## config.mk

```make
export PLATFORM = sky130hd
export DESIGN_NAME = int_status_controller
export DESIGN_NICKNAME = d
export VERILOG_FILES = /design/src/rtl/int_status_controller.sv
export SDC_FILE = /design/constraint.sdc
export NUM_CORES = 1
export LEC_CHECK = 0
export ABC_AREA = 1
export BUFFER_PORTS_ARGS = -buffer_cell sky130_fd_sc_hd__clkbuf_2
export CORE_ASPECT_RATIO = 1.25
export CORE_MARGIN = 1.5
export CORE_UTILIZATION = 25
export CTS_CLUSTER_DIAMETER = 60
export DETAILED_ROUTE_END_ITERATION = 8
export SYNTH_ARGS = -nofsm -noshare
export SYNTH_HDL_FRONTEND = slang
export SYNTH_SLANG_ARGS = --single-unit
```

## constraint.sdc

```tcl
create_clock -name clock -period 1.4 [get_ports clock]
set_input_delay 0.35 -clock clock [delete_from_list [all_inputs] [get_ports clock]]
set_output_delay 0.35 -clock clock [all_outputs]
set_load 0.01 [all_outputs]
```

## src/rtl/int_status_controller.sv

```systemverilog
// Interrupt status controller: pops events from the interrupt FIFO one at a time,
// presents each to the host until cleared, and keeps sticky error/watermark flags.
module int_status_controller #(
    parameter int FIFO_WIDTH = 8,
    parameter int CNT_WIDTH  = 16
) (
    input  logic                  clock,
    input  logic                  reset,
    input  logic                  fifoEmpty,
    input  logic                  wMarkFull,
    input  logic [FIFO_WIDTH-1:0] fifoRdData,
    input  logic                  error_flag_sb_fifo,
    input  logic                  error_flag_db_fifo,
    output logic                  fifoRdEn,
    input  logic                  intEn,
    input  logic                  intClr,
    input  logic                  errClr,
    output logic [FIFO_WIDTH-1:0] intStatus,
    output logic                  intValid,
    output logic                  irq,
    output logic                  morePending,
    output logic                  eventDbErr,
    output logic                  wMarkSticky,
    output logic                  sbErrSticky,
    output logic                  dbErrSticky,
    output logic [CNT_WIDTH-1:0]  eventCnt
);

    localparam logic [1:0] IDLE    = 2'd0;
    localparam logic [1:0] POP     = 2'd1;
    localparam logic [1:0] WAIT    = 2'd2;
    localparam logic [1:0] PRESENT = 2'd3;

    localparam logic [CNT_WIDTH-1:0] CNT_ONE = {{(CNT_WIDTH-1){1'b0}}, 1'b1};
    localparam logic [CNT_WIDTH-1:0] CNT_MAX = {CNT_WIDTH{1'b1}};

    logic [1:0] state;
    logic [1:0] state_next;
    logic       capture;
    logic       clear;

    assign capture     = (state == WAIT);
    assign clear       = (state == PRESENT) && intClr;
    assign fifoRdEn    = (state == POP);
    assign morePending = intValid && !fifoEmpty;

    always_comb begin
        state_next = state;
        case (state)
            IDLE:    if (!fifoEmpty) state_next = POP;
            POP:     state_next = WAIT;
            WAIT:    state_next = PRESENT;
            PRESENT: if (intClr) state_next = fifoEmpty ? IDLE : POP;
            default: state_next = IDLE;
        endcase
    end

    always_ff @(posedge clock) begin
        if (reset) begin
            state <= IDLE;
        end else begin
            state <= state_next;
        end
    end

    // Event register: read data is only valid in WAIT, one cycle after the pop strobe.
    always_ff @(posedge clock) begin
        if (reset) begin
            intStatus  <= '0;
            intValid   <= 1'b0;
            eventDbErr <= 1'b0;
            irq        <= 1'b0;
        end else begin
            irq <= intValid && intEn;
            if (capture) begin
                intStatus  <= fifoRdData;
                intValid   <= 1'b1;
                eventDbErr <= error_flag_db_fifo;
            end else if (clear) begin
                intValid   <= 1'b0;
                eventDbErr <= 1'b0;
            end
        end
    end

    // Sticky flags: a same-cycle set beats errClr so no event is ever lost.
    always_ff @(posedge clock) begin
        if (reset) begin
            wMarkSticky <= 1'b0;
            sbErrSticky <= 1'b0;
            dbErrSticky <= 1'b0;
        end else begin
            wMarkSticky <= wMarkFull || (wMarkSticky && !errClr);
            sbErrSticky <= (capture && error_flag_sb_fifo) || (sbErrSticky && !errClr);
            dbErrSticky <= (capture && error_flag_db_fifo) || (dbErrSticky && !errClr);
        end
    end

    always_ff @(posedge clock) begin
        if (reset) begin
            eventCnt <= '0;
        end else if (capture && (eventCnt != CNT_MAX)) begin
            eventCnt <= eventCnt + CNT_ONE;
        end
    end

endmodule

```

Yosys cells after proc, flatten, opt, wreduce, memory -nomap -nowiden
Cells that the tools add are included.

Register bits: 32. Input port bits: 17. Output and inout bits: 32. Word-level logic and storage cells: 40.

Add/sub/neg operators: 1. Equal/unequal tests: 6. Multiplexer cells: 7. Reduce and logical (&&, ||, !) cells: 17.

Operator list (count): adder 16 x 1 -> 16 bit, second input constant (1); inequality test 16 bit, second input constant (1); logical AND 1 bit (9); case mux 2 bit (4 select lines) (1); equality test 2 bit, second input constant (2); 2-to-1 mux 1 bit (4); 2-to-1 mux 2 bit (2); inequality test 2 bit, second input constant (2); logical OR 1 bit (3); equality test 2 x 1 -> 1 bit, second input constant (1); zero test 1 bit (2); zero test 2 bit (1); AND reduction 2 bit (1); nonzero test 2 bit (1).

Logic depth before layout (Yosys ltp)
Depth after elaboration: 4. Mapped depth: 10. Depth with buffers taken out: 9.

Worst setup path before layout
OpenSTA, ideal clock, no wires.

Path type: flip-flop to flip-flop. Start point: register eventCnt[0]. End point: register eventCnt[13]. Library setup time: 0.115 ns. Arrival: 1.301 ns. Data required time: 1.285 ns. Slack: -0.016 ns. Stages on the path, launching flop included: 10. Path buffers: 1. Period minus slack after synthesis: 1.416 ns. Cells stage by stage: dfxtp_1 -> ha_1 -> inv_1 -> nor2_2 -> nand2_2 -> inv_2 -> nand3_4 -> buf_6 -> a21oi_1 -> nor2_1.

Longest elaborated chain between the ends: 2. Elaborated cells on any way between the ends: 3. Those cells by class: 1 x add/sub; 1 x eq/ne; 1 x reduce/logical.

Ends and longest elaborated chain: start: declaration (line 26) `output logic [CNT_WIDTH-1:0] eventCnt`; start signal: assignment (line 103) `eventCnt <= eventCnt + CNT_ONE;`; branches (longest 2 deep; another with adder 16 x 1 -> 16 bit).

Parallel ways; which one is timed is not known. A chain may end at the register's enable or synchronous reset.

Worst setup path after layout
Start point: register state[1]. End point: output fifoRdEn.

Longest elaborated chain between the ends: 1.

Ends and longest elaborated chain: start: declaration (line 37) `logic [1:0] state;`; start signal: assignment (line 62) `state <= state_next;`; equality test 2 x 1 -> 1 bit (line 44) `assign fifoRdEn = (state == POP);`; end: declaration (line 14) `output logic fifoRdEn,`.

Every way passes these cells.

==> flow_metrics.tcl <==
set metrics [dict create \
    status "complete, no violations" \
    drt_iter0_drc 81 \
    clock-sinks 32 \
    pin_count 49 \
    fin_nets 339 \
    top_usage_layer "met2" \
    maxSlewHeadroom 0.847 \
    dp_hpwl_um 3080 \
    syn_inst 231 \
    rr_startpoint "eventCnt[7]" \
    crit_path_max_incr_delay_ns 0.35 \
    use_met1 0.151 \
    chipWidth_um 74.4 \
    worst_pin_slew_ns 0.229 \
    finalCriticalPeriod_ns 1.38 \
    drtPass1Iterations 4 \
    clock_path_buffers 2 \
    synthXorXnorAreaFrac 0 \
    rows 32 \
    areaGrowthSynthToFinish_pct 54.4 \
    slew_viol_final 0 \
    final_cell_mix "clkbuf_2 (47), nor2_1 (46), nand2_1 (44)" \
    crit_type "flip-flop to output port" \
    layout-drive-gt1-share 0.415 \
    crit_required_ns 1.05 \
    hold_path_class "input port to flip-flop" \
    ys_seq_area_frac 0.402 \
    syn_area_sq_um 1590 \
    fin_setup_tns_ns 0 \
    grt_max_degree 14 \
    pre_cts_ws_ns -0.102 \
    clock-root-buffer "clkbuf_8" \
    synth-compound-area-share 0.102 \
    holdBufCountCts 0 \
    wl_per_cell_um 11.3 \
    yosysWarnings 0 \
    synthTopCellsByArea "dfxtp_1 (40%), nor2_1 (13%), nand2_1 (11%)" \
    cp-end-kind "output port" \
    htreeDepth 2 \
    synth_cell_types 21 \
    clk_pin_slew_ns 0.06 \
    initial_core_util 0.258 \
    dieArea_sq_um 6860 \
    numPortBuffers 48 \
    n_antenna_cell 0 \
    wirelength_um 4520 \
    clock_latency_ns 0.28 \
    antenna_found_initial 0 \
    fin_crit_sh 0.983 \
    viasPerCell 4.35 \
    final_common_cell "clkbuf_2" \
    drv_cap 0 \
    track_usage 0.136 \
    synth_top_area_share 0.402 \
    worst_slack_ns 0.0236 \
    gp_congestion 0.784 \
    ys_ff_latch 32 \
    crit_path_start_kind "flip-flop" \
    crit_family "flip-flops" \
    synthAdderAreaFrac 0.0471 \
    synth-simple-area-share 0.363 \
    hold_viol_final 0 \
    ir_worst_vdd_mv 0.649 \
    grt_pass1_wl_um 7300 \
    use_met2 0.234 \
    grt_overflow 0 \
    synth.area.mux_share 0 \
    gr-usage-met3 0.0527 \
    drc 0 \
    setup_violations 0 \
    path_cells "buf_6 > inv_4 > ha_4 > buf_6" \
    ant_nets 0 \
    synth_area_leader_cell "dfxtp_1" \
    crit_fanout 2 \
    vias 1744 \
    die_h_um 92.2 \
    avgSynthCellArea_sq_um 6.90 \
    fmax_mhz 727 \
    cts-buffers-inserted 5 \
    cellLeakagePower_nw 1.14 \
    synth_top_family_by_area "simple AND/OR/NAND/NOR gates" \
    hold_start "wMarkFull" \
    first_global_vias 1652 \
    core-area_sq_um 6170 \
    slowest_stage "dfxtp_2" \
    crit_arrival_ns 1.03 \
    crit_top_cell "buf_6" \
    power_density_nw_per_um2 1270 \
    synth_nets 254 \
    fin_worst_skew_ns 0.00618 \
    final_util 0.399 \
    path_buf_inv 3 \
    cts_tree "done" \
    rsz0062_at_grt "yes" \
    crit_path_start "state[1]" \
    whs_ns 0.275 \
]
## metrics by stage
stage,instance area [sq um],power (W),cells
global placement,2090,0.00215,384
detailed placement,2090,0.00217,384
floorplan,1590,0.00171,231
CTS,2230,0.00302,393
global route,2460,0.00335,401
finish,2460,0.00313,401
## kinds of logic after synthesis
group | after synthesis
buf+inv | 30
flops | 32
fa+ha+maj | 6
compound gates | 32
simple gates | 131
## worst min-delay path, delay by kind of cell
family | cells | cell delay [ns]
buffers and inverters | 1 | 0.08
AO/OA/AOI/OAI | 1 | 0.03
AND/OR/NAND/NOR | 1 | 0.07
## final cells by class
cell class                 instances  area [sq um]
inverter                          23          91.3
tap                               85           106
sequential                        32           648
clock buffer                       7          96.3
multi-input combinational        172           982
fill                             658          3710
timing repair buffer              82           534
## path summary, 6_finish.rpt
kind	slack, ns	endpoint	depth (start not counted)
hold / removal	0.27	wMarkSticky	3
setup / recovery	0.02	fifoRdEn	4
hold reg to reg	0.47	sbErrSticky	2
setup reg to reg	0.04	eventCnt[13]	8
## layer usage
metal	share of wire	up-vias	wire, um
li1	-	907	-
met1	0.39	772	1770
met2	0.51	57	2310
met3	0.074	8	335
met4	0.022	0	99
met5	0	-	0
## registers in the layout, indices dropped and copies added, names as in the netlist
signal,cells
eventCnt,16
intStatus,8
state,2
dbErrSticky,1
eventDbErr,1
intValid,1
irq,1
sbErrSticky,1
wMarkSticky,1
## synthesized netlist by cell type
| cell | instances |
|---|---|
| inv_1 | 21 |
| o21bai_1 | 1 |
| clkbuf_1 | 3 |
| nand3_4 | 1 |
| nand3_1 | 17 |
| nand4_1 | 1 |
| nor2_4 | 1 |
| inv_2 | 2 |
| nor3_1 | 1 |
| buf_2 | 1 |
| ha_1 | 6 |
| a21oi_1 | 20 |
| nand3_2 | 1 |
| nand2_2 | 4 |
| nor2_2 | 3 |
| o21ai_0 | 11 |
| nand2_1 | 47 |
| dfxtp_1 | 32 |
| nor2_1 | 54 |
| nor2_8 | 1 |
| buf_6 | 3 |
## power by group
part	internal [W]	switching, W	leakage (nW)
clock network	0.000438	0.000343	0.0503
registers	0.00109	0.000105	0.263
logic	0.000544	0.000610	0.823
total	0.00207	0.00106	1.14
## timing repair
item / in CTS / in global routing
pin swaps: 0 / 16
cloned: 1 / 2
setup buffers: 1 / 6
setup endpoints to repair: 7 / 18
resized for setup: 9 / 36
(Power assumes the default switching activity.)
